==> src/rtl/wb_gpio_pkg.sv <==
// Shared register map, bus FSM state type and byte-lane helpers for the
// Wishbone GPIO block.
package wb_gpio_pkg;

    // Word indices (byte address bits [4:2])
    localparam logic [2:0] REG_IN      = 3'd0;
    localparam logic [2:0] REG_OUT     = 3'd1;
    localparam logic [2:0] REG_DIR     = 3'd2;
    localparam logic [2:0] REG_SET     = 3'd3;
    localparam logic [2:0] REG_CLR     = 3'd4;
    localparam logic [2:0] REG_RISE_EN = 3'd5;
    localparam logic [2:0] REG_FALL_EN = 3'd6;
    localparam logic [2:0] REG_STATUS  = 3'd7;

    typedef enum logic {
        BUS_IDLE = 1'b0,
        BUS_ACK  = 1'b1
    } bus_state_t;

    // Expand the four byte enables into a 32-bit bit mask.
    function automatic logic [31:0] byte_mask(input logic [3:0] sel);
        logic [31:0] m;
        for (int b = 0; b < 4; b++) begin
            m[8*b +: 8] = {8{sel[b]}};
        end
        return m;
    endfunction

    // Take new_val on selected byte lanes, keep old_val on the others.
    function automatic logic [31:0] byte_merge(input logic [31:0] old_val,
                                               input logic [31:0] new_val,
                                               input logic [3:0]  sel);
        logic [31:0] m;
        m = byte_mask(sel);
        return (new_val & m) | (old_val & ~m);
    endfunction

endpackage

==> src/rtl/gpio_sync_edge.sv <==
// Pad input synchroniser with edge detection. Edges are masked until the
// chain and prev flops hold real pad samples after reset.
module gpio_sync_edge #(
    parameter int WIDTH       = 8,
    parameter int SYNC_STAGES = 2
) (
    input  logic             clk,
    input  logic             rst,
    input  logic [WIDTH-1:0] pin,
    output logic [WIDTH-1:0] s,
    output logic [WIDTH-1:0] rise,
    output logic [WIDTH-1:0] fall
);

    localparam int CNT_W = $clog2(SYNC_STAGES + 2);
    localparam logic [CNT_W-1:0] WARM_INIT = CNT_W'(SYNC_STAGES + 1);

    logic [SYNC_STAGES-1:0][WIDTH-1:0] chain;
    logic [WIDTH-1:0]                  prev;
    logic [CNT_W-1:0]                  warm_cnt;
    logic                              warm_done;

    // Shift pads through the chain, remember last synchronised value, count down warm-up
    always_ff @(posedge clk) begin
        if (rst) begin
            chain    <= '0;
            prev     <= '0;
            warm_cnt <= WARM_INIT;
        end else begin
            // NOTE: non-blocking so each stage samples its neighbour's pre-edge value;
            // blocking assignments would collapse the chain into a single flop.
            chain <= {chain[SYNC_STAGES-2:0], pin};
            prev  <= s;
            if (warm_cnt != '0) begin
                warm_cnt <= warm_cnt - CNT_W'(1);
            end
        end
    end

    assign s         = chain[SYNC_STAGES-1];
    assign warm_done = (warm_cnt == '0);
    assign rise      = warm_done ? (s & ~prev) : '0;
    assign fall      = warm_done ? (~s & prev) : '0;

endmodule

==> src/rtl/wb_gpio_irq.sv <==
// Wishbone classic GPIO slave: direction, atomic set/clear, edge capture
// into a write-1-to-clear status register and a level interrupt.
module wb_gpio_irq
    import wb_gpio_pkg::*;
#(
    parameter int               WIDTH       = 8,
    parameter int               SYNC_STAGES = 2,
    parameter logic [WIDTH-1:0] OUT_RESET   = '0,
    parameter logic [WIDTH-1:0] DIR_RESET   = '0
) (
    input  logic             wb_clk_i,
    input  logic             wb_rst_i,
    input  logic [2:0]       wb_adr_i,
    input  logic [31:0]      wb_dat_i,
    output logic [31:0]      wb_dat_o,
    input  logic [3:0]       wb_sel_i,
    input  logic             wb_we_i,
    input  logic             wb_cyc_i,
    input  logic             wb_stb_i,
    output logic             wb_ack_o,
    input  logic [WIDTH-1:0] gpio_i,
    output logic [WIDTH-1:0] gpio_o,
    output logic [WIDTH-1:0] gpio_dir_o,
    output logic             irq_o
);

    // Byte-lane merge narrowed to the pin width; bits above WIDTH are dropped.
    function automatic logic [WIDTH-1:0] merge_w(input logic [WIDTH-1:0] cur,
                                                 input logic [31:0]      nxt,
                                                 input logic [3:0]       sel);
        return WIDTH'(byte_merge(32'(cur), nxt, sel));
    endfunction

    logic [WIDTH-1:0] pin_s, pin_rise, pin_fall;
    logic [WIDTH-1:0] out_q, dir_q, rise_en_q, fall_en_q, status_q;
    logic [WIDTH-1:0] wr_bits, edge_hit, status_clr;
    logic [31:0]      rd_data;
    logic             irq_q;
    logic             access, wr_en;
    bus_state_t       state;

    gpio_sync_edge #(
        .WIDTH       (WIDTH),
        .SYNC_STAGES (SYNC_STAGES)
    ) u_sync_edge (
        .clk  (wb_clk_i),
        .rst  (wb_rst_i),
        .pin  (gpio_i),
        .s    (pin_s),
        .rise (pin_rise),
        .fall (pin_fall)
    );

    // A new access is only taken while idle, so a held strobe acks every other cycle.
    assign access   = (state == BUS_IDLE) && wb_cyc_i && wb_stb_i;
    assign wr_en    = access && wb_we_i;
    assign wr_bits  = merge_w('0, wb_dat_i, wb_sel_i);
    assign edge_hit = (pin_rise & rise_en_q) | (pin_fall & fall_en_q);

    // Read mux and write-1-to-clear mask for the current access
    always_comb begin
        // NOTE: default every always_comb output first so no path leaves it
        // unassigned; otherwise synthesis infers a latch.
        rd_data    = '0;
        status_clr = '0;
        case (wb_adr_i)
            REG_IN:                    rd_data = 32'(pin_s);
            REG_OUT, REG_SET, REG_CLR: rd_data = 32'(out_q);
            REG_DIR:                   rd_data = 32'(dir_q);
            REG_RISE_EN:               rd_data = 32'(rise_en_q);
            REG_FALL_EN:               rd_data = 32'(fall_en_q);
            REG_STATUS:                rd_data = 32'(status_q);
            default:                   rd_data = '0;
        endcase
        if (wr_en && (wb_adr_i == REG_STATUS)) begin
            status_clr = wr_bits;
        end
    end

    // Bus FSM with registered ack/read data and the control register writes
    always_ff @(posedge wb_clk_i) begin
        if (wb_rst_i) begin
            state     <= BUS_IDLE;
            wb_ack_o  <= 1'b0;
            wb_dat_o  <= '0;
            out_q     <= OUT_RESET;
            dir_q     <= DIR_RESET;
            rise_en_q <= '0;
            fall_en_q <= '0;
        end else begin
            case (state)
                BUS_IDLE: begin
                    if (access) begin
                        state    <= BUS_ACK;
                        wb_ack_o <= 1'b1;
                        wb_dat_o <= rd_data;
                        if (wb_we_i) begin
                            case (wb_adr_i)
                                REG_OUT:     out_q     <= merge_w(out_q, wb_dat_i, wb_sel_i);
                                REG_DIR:     dir_q     <= merge_w(dir_q, wb_dat_i, wb_sel_i);
                                REG_SET:     out_q     <= out_q | wr_bits;
                                REG_CLR:     out_q     <= out_q & ~wr_bits;
                                REG_RISE_EN: rise_en_q <= merge_w(rise_en_q, wb_dat_i, wb_sel_i);
                                REG_FALL_EN: fall_en_q <= merge_w(fall_en_q, wb_dat_i, wb_sel_i);
                                default:     ;  // IN is read-only, STATUS handled below
                            endcase
                        end
                    end
                end
                BUS_ACK: begin
                    state    <= BUS_IDLE;
                    wb_ack_o <= 1'b0;
                end
                default: begin
                    state    <= BUS_IDLE;
                    wb_ack_o <= 1'b0;
                end
            endcase
        end
    end

    // Edge capture into STATUS (a new edge beats a same-cycle clear) and registered irq
    always_ff @(posedge wb_clk_i) begin
        if (wb_rst_i) begin
            status_q <= '0;
            irq_q    <= 1'b0;
        end else begin
            status_q <= edge_hit | (status_q & ~status_clr);
            irq_q    <= |status_q;
        end
    end

    assign gpio_o     = out_q;
    assign gpio_dir_o = dir_q;
    assign irq_o      = irq_q;

endmodule

==> config.mk <==
export PLATFORM = sky130hd
export DESIGN_NAME = wb_gpio_irq
export DESIGN_NICKNAME = d
export VERILOG_FILES = /design/src/rtl/wb_gpio_pkg.sv /design/src/rtl/gpio_sync_edge.sv /design/src/rtl/wb_gpio_irq.sv
export SDC_FILE = /design/constraint.sdc
export NUM_CORES = 1
export LEC_CHECK = 0
export CORE_MARGIN = 1.5
export CORE_UTILIZATION = 40
export CTS_BUF_LIST = sky130_fd_sc_hd__clkbuf_2 sky130_fd_sc_hd__clkbuf_4 sky130_fd_sc_hd__clkbuf_8
export DETAILED_ROUTE_END_ITERATION = 7
export PLACE_DENSITY = 0.74
export REMOVE_ABC_BUFFERS = 1
export SYNTH_ARGS = -nofsm -noshare
export SYNTH_HDL_FRONTEND = slang
export SYNTH_HIERARCHICAL = 1
export SYNTH_SLANG_ARGS = --single-unit
==> constraint.sdc <==
create_clock -name wb_clk_i -period 3.3 [get_ports wb_clk_i]
set_clock_uncertainty 0.2 [all_clocks]
set_input_delay 0.66 -clock wb_clk_i [delete_from_list [all_inputs] [get_ports wb_clk_i]]
set_output_delay 0.66 -clock wb_clk_i [all_outputs]
set_load 0.02 [all_outputs]
Yosys cells after proc, flatten, opt, wreduce, memory -nomap -nowiden
Cells that the tools add are included.
{"block": "word_totals", "inputBits": 52, "ff_bits": 101, "latch_bits": 0, "output_inout_bits": 50, "ramBits": 0, "mem_count": 0, "elab_cells": 70, "mem_bits_ro": 0}
{"block": "classes", "n_reduce_logical": 15, "mul": 0, "eq_ne": 8, "bitwise_logic": 24, "shifts": 0, "muxes": 9, "n_lt_le_gt_ge": 0, "n_addsub": 1, "div": 0}
{"op": "case mux 32 bit (6 select lines)", "n": 1}
{"op": "AND 8 bit", "n": 11}
{"op": "OR 8 bit", "n": 7}
{"op": "inverter 8 bit", "n": 5}
{"op": "2-to-1 mux 8 bit", "n": 3}
{"op": "case mux 8 bit (3 select lines)", "n": 1}
{"op": "AND reduction 4 bit", "n": 4}
{"op": "== test 3 bit, second input constant", "n": 4}
{"op": "OR reduction 8 bit", "n": 1}
{"op": "== test 3 x 2 -> 1 bit, second input constant", "n": 2}
{"op": "logical AND 1 bit", "n": 4}
{"op": "case mux 1 bit (2 select lines)", "n": 2}
{"op": "== test 3 x 1 -> 1 bit, second input constant", "n": 1}
{"op": "logical NOT 3 bit", "n": 1}
{"op": "nonzero test 3 bit", "n": 1}
{"op": "OR reduction 3 bit", "n": 1}
{"op": "logical NOT 2 bit", "n": 1}
{"op": "2-to-1 mux 1 bit", "n": 2}
{"op": "inequality test 2 bit, second input constant", "n": 1}
{"op": "AND reduction 2 bit", "n": 1}
{"op": "nonzero test 2 bit", "n": 1}
{"op": "subtractor 2 x 1 -> 2 bit, second input constant", "n": 1}
{"op": "inverter 1 bit", "n": 1}

Longest topological paths before layout
Gate-level depths: netlist of the first run.
{"block": "depth", "ltp_word": 9, "depth_mapped": 7}

Cells and area by module
Netlist of the first run, hierarchy kept.
{"module": "wb_gpio_irq", "cells_each": 282, "area_each_um2": 2621.3, "n_inst": 1}
{"module": "gpio_sync_edge", "cells_each": 94, "area_each_um2": 954.7, "n_inst": 1}

Least setup slack after synthesis of the first run
Ideal clock, no wire load.
{"block": "synth_timing", "path_kind": "input to register", "startpoint": "input port wb_sel_i[0]", "endpoint": "register with a tool-made name", "arrival_ns": 1.778, "stages": 5, "n_path_buf": 1, "setup_time_ns": 0.128, "slack_ns": 1.195, "required_ns": 2.972, "cell_sequence": "buf_2 -> inv_2 -> nor4_4 -> mux2i_1 -> nor2_1"}
{"item": "start: declaration", "line_no": "wb_gpio_irq.sv:16", "source": "input logic [3:0] wb_sel_i,"}

Worst setup path in the final report of the first run
{"block": "layout_timing", "startpoint": "input port wb_adr_i[0]", "endpoint": "register wb_dat_o[3]"}
{"block": "layout_via", "elab_chain_cells": 3, "elab_cells_between_ends": 10, "classes_between": "eq/ne (7); mux (1); reduce/logical (2)"}
{"item": "start: declaration", "line_no": "wb_gpio_irq.sv:13", "source": "input logic [2:0] wb_adr_i,"}
{"item": "== test 3 bit, or another cell as far along", "line_no": "wb_gpio_irq.sv:66", "source": "case (wb_adr_i)"}
{"item": "OR reduction 3 bit", "line_no": "wb_gpio_irq.sv:66"}
{"item": "case mux 32 bit (6 select lines) (*)", "line_no": "wb_gpio_irq.sv:66"}
{"item": "end signal: assignment", "line_no": "wb_gpio_irq.sv:96", "source": "wb_dat_o <= rd_data;"}
{"item": "end: declaration", "line_no": "wb_gpio_irq.sv:15", "source": "output logic [31:0] wb_dat_o,"}
Mark *: on every way between the ends. The rest lies on a longest branch, timed or not. The select of a mux whose other input is x is not followed.
A chain may end at the register's enable or synchronous reset.

==> metrics.md, run 1 <==
| Metric | Value |
|---|---|
| FF-to-FF setup slack | 1.34 ns |
| Worst slew pin tran | 0.623 ns |
| CP arrival | 2.53 ns |
| Finished Layout Cells | 536 |
| Post-CTS setup buffers | 0 |
| Number of synthesized flops with an enable pin | 0 |
| Routed vias | 2,871 |
| CTS tree | done |
| Slew HR | 58.5% |
| Initial antenna violation count | 0 |
| FMAX | 399 MHz |
| Initial Util | 41.2% |
| H-Tree Depth | 3 |
| Synth top area share | 43.1% |
| Top post-synthesis cells by area | dfxtp_1 43%, buf_4 7.6%, mux2i_1 7.0%, mux4_2 4.4%, nor2_1 4.4% |
| Tcrit/Tclk final | 75.9% |
| Synth async-reset ratio | 0% |
| # resized after CTS | 0 |
| Setup_tns | 0 ns |
| Crit path max fanout | 24 |
| Hold slack | 0.241 ns |
| CTS Buf Count | 9 |
| Pwr Total | 2.04 mW |
| Port bufs | 50 |
| Post-layout min period | 2.50 ns |
| Leading area contributor after synthesis | dfxtp_1 |
| Mean post-synth cell area | 9.51 sq um |
| Final Cell Area | 4320 sq um |
| Post-Syn Area | 3580 sq um |
| Dpl hpwl | 5.70 mm |
| WL per Instance | 15.7 microns |
| DP Area | 4090 sq um |
| Yosys reg bits | 77 |
| CTS root buf | clkbuf_8 |
| CTS clk-pin slew, worst paths | 0.07 ns |
| Post-synth cell types | 41 |
| RSZ-0062 raised after global routing | false |
| DRC viols | 0 |
| # setup viols final | 0 |
| CTS max path bufs | 2 |
| Worst hold path class | flip-flop to flip-flop |
| Final net count | 478 |
| Placed Cells | 521 |
| Vias in the first global route | 2,637 |
| Startpoint Class | primary input |
| Post-synth top cells | 77 x dfxtp_1, 42 x nor2_1, 36 x buf_4, 25 x a21oi_1, 25 x mux2i_1 |
| First-pass GRT wire length | 13.2 mm |
| Global Route Usage Sum | 17.6% |
| Hold Fails Final Rpt | 0 |
| RD Place Congestion | 0.833 |
| Die Height | 97.6 microns |
| Clk sink count | 77 |
| Total of max-cap violations | 0 |
| Clock Latency Late Sink | 0.35 ns |
| Worst EP required | 3.32 ns |
| Area Overhead vs Synth | 20.8% |
| First-pass detailed-route iteration total | 5 |
| I/O Pins | 102 |
| Routed vias/inst | 5.36 |
| Fraction of layout cells with a size suffix above 1 | 11.0% |
| Leakage | 1.64 nW |
| Post-synthesis instance total | 376 |
| Main synth FF type | dfxtp_1 |
| Die area | 9520 sq um |
| Hold Buf Count CTS | 0 |
| Crit end category | flip-flop |
| Num rows | 34 |
| Total core area | 8680 sq um |
| Total grt overflow | 0 |
| Initial DRC count | 186 |
| Largest net degree at the start of global routing | 28 |
| Antenna Nets Post-Route | 0 |
| Fillers | 814 |
| Pwr Density | 473 nW/um^2 |
| Ys Warns | 6 |
| Crit path kind | primary input to flip-flop |
| Antenna cells | 0 |
| Die width | 97.6 microns |
| Status | completed |
| Seq/Total Area, Yosys | 43.1% |
| DRT Wirelength | 8.42 mm |
| Maximum VDD drop | 0.000203 V |
| Most instantiated library cell after synthesis | dfxtp_1 |
| Final Max Slew Viols | 0 |
cell usage in the layout, fill, tap and decap left out, types with 2 or more instances in the layout:
master	synthesis	routed
dfxtp_1	77	77
clkdlybuf4s50_1	0	49
nor2_1	42	42
mux2i_1	25	25
a21oi_1	25	25
conb_1	1	24
nor2b_1	22	22
nand2_1	19	19
buf_4	36	15
o21ai_0	14	14
inv_1	11	11
clkbuf_8	0	9
nand3_1	8	8
a22oi_1	8	8
o221ai_1	8	8
and3b_1	8	8
nand2b_1	7	7
a2bb2oi_1	7	7
mux4_2	7	7
a221oi_1	7	7
o21ai_1	3	3
bufinv_16	0	3
and2b_1	3	3
nand3b_1	2	2
nor4_4	2	2
nor4_1	2	2
clkinv_2	0	2
ha_1	2	2
critical path: stages:
cell and delay [ns]:
clkdlybuf4s50_1 0.54, buf_12 0.23, or4_1 0.75, o221ai_1 0.27
a21oi_1 0.06
final timing paths:
| check | to | start | depth (start not counted) |
|---|---|---|---|
| worst max-delay path | wb_dat_o[3] | wb_adr_i[0] | 5 |
| worst min-delay path | u_sync_edge/s[4] | u_sync_edge/chain[4] | 1 |
| worst max register to register | flip-flop | state | 5 |
| worst min register to register | u_sync_edge/s[4] | u_sync_edge/chain[4] | 1 |
metrics by stage:
step | worst slack (ns) | util, %
global route | 0.732 | 49.8
floorplan | 1.25 | -
global placement | 0.465 | 47.1
detailed placement | 0.459 | 47.1
CTS | 0.821 | 49.8
finish | 0.796 | 49.8
cells by family (layout without fill, tap and decap cells):
logic type	after synthesis	in the layout	synth area share [%]
flip-flops	77	77	43.1
XOR/XNOR	1	1	0.245
multiplexers	32	32	11.4
other	1	24	0.105
adder cells (fa/ha/maj)	2	2	0.700
AO/OA/AOI/OAI	78	78	14.7
AND/OR/NAND/NOR	121	121	19.0
buffers and inverters	64	93	10.7
per-layer routing:
metal  track usage [%]  vias up  part of all wire (%)
met5                 0        -                     0
met4              6.37        0                   1.5
met3              5.25       12                   7.8
met2              27.6      125                    46
met1              23.0     1369                    44
li1                  -     1365                     -
final cells by class:
type	count	area [sq um]	share of cell area, %
well taps	108	135	3.13
clock buffers	10	131	3.04
flip-flops and latches	77	1540	35.7
clock inverters	5	100	2.32
inverters	12	45.0	1.04
repair buffers	66	628	14.5
multi-input cells	258	1740	40.2
power breakdown:
| part | switching (mW) | internal [mW] | total [mW] | leakage [nW] |
|---|---|---|---|---|
| clock | 0.332 | 0.504 | 0.837 | 0.120 |
| sequential | 0.0142 | 0.956 | 0.970 | 0.627 |
| combinational | 0.139 | 0.0963 | 0.235 | 0.890 |
| total | 0.485 | 1.56 | 2.04 | 1.64 |
Power figures use the tool's default switching activity.
==> run 2, diff against run 1 <==
--- a/config.mk
+++ b/config.mk
@@ -9,7 +9,7 @@
 export CORE_UTILIZATION = 40
 export CTS_BUF_LIST = sky130_fd_sc_hd__clkbuf_2 sky130_fd_sc_hd__clkbuf_4 sky130_fd_sc_hd__clkbuf_8
 export DETAILED_ROUTE_END_ITERATION = 7
-export PLACE_DENSITY = 0.74
+export PLACE_DENSITY = 0.77
 export REMOVE_ABC_BUFFERS = 1
 export SYNTH_ARGS = -nofsm -noshare
 export SYNTH_HDL_FRONTEND = slang
==> constraint.sdc (replaced) <==
create_clock -name wb_clk_i -period 2.17 [get_ports wb_clk_i]
set_clock_uncertainty 0.2 [all_clocks]
set_input_delay 0.434 -clock wb_clk_i [delete_from_list [all_inputs] [get_ports wb_clk_i]]
set_output_delay 0.434 -clock wb_clk_i [all_outputs]
set_load 0.02 [all_outputs]
==> metrics.md, run 2 (synthesized netlist as in run 1, its figures left out) <==
| Metric | Value |
|---|---|
| Crit-path cells | clkdlybuf4s50_1 -> buf_4 -> inv_1 -> or3_1 -> o21ai_0 -> a21oi_1 |
| First-pass GRT wire length | 13.9 mm |
| Total core area | 8680 sq um |
| Worst EP required | 2.22 ns |
| # setup viols final | 0 |
| Most frequent cells in the layout | 77 x dfxtp_1, 48 x clkdlybuf4s50_1, 42 x nor2_1 |
| Initial DRC count | 257 |
| First-pass detailed-route iteration total | 5 |
| DP Area | 4200 sq um |
| Status | completed |
| Leakage | 1.70 nW |
| Worst hold path class | flip-flop to flip-flop |
| Port bufs | 50 |
| DRT Wirelength | 8.58 mm |
| CTS tree | done |
| CTS clk-pin slew, worst paths | 0.08 ns |
| Routed vias/inst | 5.28 |
| Area Overhead vs Synth | 23.5% |
| Startpoint Class | primary input |
| Setup WS pre-CTS | -0.294 ns |
| Final Util | 50.9% |
| Die Height | 97.6 microns |
| Routed vias | 2,927 |
| Crit-path slowest cell | clkdlybuf4s50_1 |
| Die area | 9520 sq um |
| Vias in the first global route | 2,815 |
| Total grt overflow | 0 |
| Crit end category | flip-flop |
| CP arrival | 2.10 ns |
| CTS max path bufs | 2 |
| Post-CTS setup buffers | 0 |
| Slew HR | 58.7% |
| Total of max-cap violations | 0 |
| Max stage delay on crit path | 0.53 ns |
| WL per Instance | 15.5 microns |
| Antenna Nets Post-Route | 0 |
| FMAX | 487 MHz |
| Hold slack | 0.240 ns |
| Most common cell after layout, fill and taps aside | dfxtp_1 |
| Pwr Total | 2.92 mW |
| Final Max Slew Viols | 0 |
| Post-layout min period | 2.05 ns |
| Pwr Density | 662 nW/um^2 |
| Min-delay src | u_sync_edge/chain[5] |
| CTS root buf | clkbuf_8 |
| Crit Reg-Reg Startpoint | state |
| Initial Util | 41.2% |
| Hold Fails Final Rpt | 0 |
| Die width | 97.6 microns |
| DRC viols | 0 |
| H-Tree Depth | 3 |
| Crit path max fanout | 10 |
| Final worst slack | 0.117 ns |
| Final net count | 495 |
| RSZ-0062 raised after global routing | false |
| CTS Buf Count | 9 |
| Reg2reg path depth | 4 |
| # resized after CTS | 0 |
| WHS Path Cells | 1 |
| Maximum VDD drop | 0.000336 V |
| Hold Path Sink | u_sync_edge/s[5] |
| Hold Buf Count CTS | 0 |
| FF-to-FF setup slack | 0.40 ns |
| I/O Pins | 102 |
| Worst slew pin tran | 0.619 ns |
| Tcrit/Tclk final | 94.6% |
| Num rows | 34 |
| Clock Latency Late Sink | 0.36 ns |
| Worst R2R End | status_q[3] |
| Final Cell Area | 4420 sq um |
| Fraction of layout cells with a size suffix above 1 | 14.8% |
| Dpl hpwl | 6.11 mm |
| Clk sink count | 77 |
| Largest net degree at the start of global routing | 25 |
| RD Place Congestion | 0.840 |
| Crit path kind | primary input to flip-flop |
| Global Route Usage Sum | 18.5% |
| Initial antenna violation count | 0 |
| Antenna cells | 0 |
run 2: cell count changes in the layout (fill, tap and decap cells not counted), sizes merged:
| cell | delta |
|---|---|
| dlymetal6s2s | +1 |
| buf | +17 |
| clkdlybuf4s50 | -1 |
| clkinv | +1 |
| bufinv | -2 |
| clkinvlp | +2 |
run 2: cell type report:
class / count / area [sq um]
Timing Repair Buffer: 83 / 746
Clock buffer: 10 / 131
Multi-Input combinational cell: 258 / 1750
Inverter: 12 / 45.0
Sequential cell: 77 / 1540
Fill cell: 778 / 4260
Tap cell: 108 / 135
Clock inverter: 6 / 63.8
run 2: metrics by stage:
stage | instances | TNS, ns
3_3_place_gp | 538 | -7.61
3_5_place_dp | 538 | -8.35
6_report | 554 | 0
2_1_floorplan | 347 | 0
4_1_cts | 554 | 0
5_1_grt | 554 | 0
run 2: power by group:
| group | switching [mW] | internal, mW |
|---|---|---|
| clock | 0.534 | 0.541 |
| sequential | 0.0218 | 1.45 |
| combinational | 0.216 | 0.159 |
run 2: worst max-delay path: cells and delay by family:
kind | cells | cell delay [ns]
AO/OA/AOI/OAI | 2 | 0.33
buffers and inverters | 3 | 0.81
AND/OR/NAND/NOR | 1 | 0.52
run 2: worst max-delay path by stage:
stage | start | to | slack, ns | cells after the start
finish | wb_adr_i[1] | status_q[3] | 0.12 | 6
floorplan | wb_adr_i[0] | gpio_o[7] | 0.35 | 4
global placement | wb_adr_i[0] | gpio_o[1] | -0.25 | 6
detailed placement | wb_adr_i[0] | gpio_o[4] | -0.29 | 6
CTS | wb_adr_i[0] | gpio_o[4] | 0.09 | 6
global route | wb_adr_i[1] | flip-flop | 0.04 | 7
run 2: routing by layer:
layer  vias to the layer above  wire length, microns  share of wire [%]  GRT usage (%)
met2                       109                  4020                 47           29.1
met5                         -                     0                  0              0
li1                       1392                     -                  -              -
met3                        14                   565                6.6           4.46
met4                         0                   170                2.0           8.13
met1                      1412                  3820                 45           24.2
==> run 3, diff against run 2 <==
--- a/config.mk
+++ b/config.mk
@@ -11,6 +11,7 @@
 export DETAILED_ROUTE_END_ITERATION = 7
 export PLACE_DENSITY = 0.77
 export REMOVE_ABC_BUFFERS = 1
+export SKIP_CTS_REPAIR_TIMING = 1
 export SYNTH_ARGS = -nofsm -noshare
 export SYNTH_HDL_FRONTEND = slang
 export SYNTH_HIERARCHICAL = 1
==> results of run 3 <==
Final layout, timing and power as in run 2 (identical DEF).
==> RTL edit (settings of run 2) <==
Make the reset (`rst` and `wb_rst_i`) asynchronous in 3 clocked blocks.
--- a/src/rtl/gpio_sync_edge.sv
+++ b/src/rtl/gpio_sync_edge.sv
@@ -22,5 +22,5 @@
 
     // Shift pads through the chain, remember last synchronised value, count down warm-up
-    always_ff @(posedge clk) begin
+    always_ff @(posedge clk or posedge rst) begin
         if (rst) begin
             chain    <= '0;
--- a/src/rtl/wb_gpio_irq.sv
+++ b/src/rtl/wb_gpio_irq.sv
@@ -79,5 +79,5 @@
 
     // Bus FSM with registered ack/read data and the control register writes
-    always_ff @(posedge wb_clk_i) begin
+    always_ff @(posedge wb_clk_i or posedge wb_rst_i) begin
         if (wb_rst_i) begin
             state     <= BUS_IDLE;
@@ -121,5 +121,5 @@
 
     // Edge capture into STATUS (a new edge beats a same-cycle clear) and registered irq
-    always_ff @(posedge wb_clk_i) begin
+    always_ff @(posedge wb_clk_i or posedge wb_rst_i) begin
         if (wb_rst_i) begin
             status_q <= '0;
Behaviour: differs if wb_rst_i is asserted again (counterexample within 4 cycles, from zero or initial values and one cycle with wb_rst_i high); with wb_rst_i held inactive, the same outputs for 4 cycles.
==> RTL edit against run 2 <==
Critical endpoint is now gpio_o[4]. Sequential cell count did not move. Design area rose by 5.6%. Synthesized area rose by 5.0%. Critical path depth fell by 5. Die area rose by 4.8%. Wire length rose by 12%. Highest routed layer unchanged. Sequential share of layout area rose by 6.5 points. Register-to-register slack got worse by 0.15 ns. Setup slack got worse by 0.0086 ns.
Power is not compared: it rests on default switching activity, and its combinational part moved more than twofold at a synthesized area within 25%.
==> RTL edit: results (changes against run 2) <==
outcome:
  status: "complete, no violations"  # unchanged
logic_synthesis:
  syn_inst: 327  # was 376
  synthTopCellsByCount: "dfrtp_1, buf_4, mux2_2"  # was dfxtp_1, nor2_1, buf_4
  async_flop_share: 1.00  # was 0
  yosysSeqAreaShare: 0.514  # was 0.431
  synthTopCellsByArea: "dfrtp_1, mux2_2, buf_4, a22oi_1, o41ai_1"  # was dfxtp_1, buf_4, mux2i_1, mux4_2, nor2_1
drt:
  first_pass_iters: 4  # was 5
  drt_iter0_markers: 246  # was 257
  finalWirelength_um: 9580  # was 8580 µm
  num_vias: 2868  # was 2927
  wl_met1_um: 4060  # was 3820 µm
timing:
  tightestPinTransition_ns: 0.638  # was 0.619 ns
global_route:
  grtUsageMet1: 0.265  # was 0.242
  met2_usage: 0.316  # was 0.291
  grt_pass1_wl_um: 15200  # was 13900 µm
finish:
  stdcell_count: 504  # was 554
  final_nets: 443  # was 495
critical_path:
  rrSetupSlack_ns: 0.25  # was 0.40 ns
  reg2reg_to: "status_q[0]"  # was status_q[3]
  endpoint: "gpio_o[4]"  # was status_q[3]
  r2r_cells: 5  # was 4
  r2r_start: "u_sync_edge/warm_cnt[0]"  # was state
  critical_path.startpoint: "gpio_o[4]"  # was wb_adr_i[1]
placed_design:
  postPlaceCellArea_um2: 4420  # was 4200 µm²
  place_inst: 489  # was 538
  place_ws_ns: -0.175  # was -0.294 ns
  hpwlAfterDp_um: 6380  # was 6110 µm
==> RTL edit: cell types whose count changed after synthesis, sizes merged, moves of 8 or more <==
cell    delta
dfxtp     -77
dfrtp     +75
nor2      -33
mux2      +32
nor2b     -21
a22oi     +16
mux2i     -16
o41ai     +16
o21ai     -15
a21oi     -10
o221ai     -8
o31ai      +8
==> RTL edit: per-stage QoR <==
step	hold WS, ns	TNS (ns)	util
global placement	0.132	-3.88	0.483
floorplan	0.131	-8.09	-
detailed placement	0.135	-5.48	0.483
finish	0.149	0	0.510
global route	0.156	0	0.510
CTS	0.151	0	0.510
==> RTL edit: layout make-up <==
cell class	instances	area, µm²	share of cell area
Timing Repair Buffer	78	761	0.163
Sequential cell	77	1930	0.414
Inverter	15	58.8	0.0126
Multi-Input combinational cell	208	1530	0.328
Tap cell	111	139	0.0298
Clock buffer	11	151	0.0325
Clock inverter	4	95.1	0.0204
==> RTL edit: logic make-up after synthesis <==
group,count (synthesis),share of synthesized area
AOI/OAI and AO/OA,74,0.144
and+or+nand+nor,66,0.111
buffers and inverters,65,0.102
other,1,0.000999
DFF,77,0.514
muxes,41,0.120
adders and majority gates,2,0.00666
xor gates and xnor gates,1,0.00233
==> RTL edit: how the worst min path moves through the flow <==
stage,from,end,cells after the start
finish,u_sync_edge/chain[4],u_sync_edge/s[4],0
global route,u_sync_edge/chain[0],u_sync_edge/s[0],0
floorplan,u_sync_edge/chain[0],u_sync_edge/s[0],0
detailed placement,u_sync_edge/chain[2],u_sync_edge/s[2],0
global placement,u_sync_edge/chain[3],u_sync_edge/s[3],0
CTS,u_sync_edge/chain[1],u_sync_edge/s[1],0
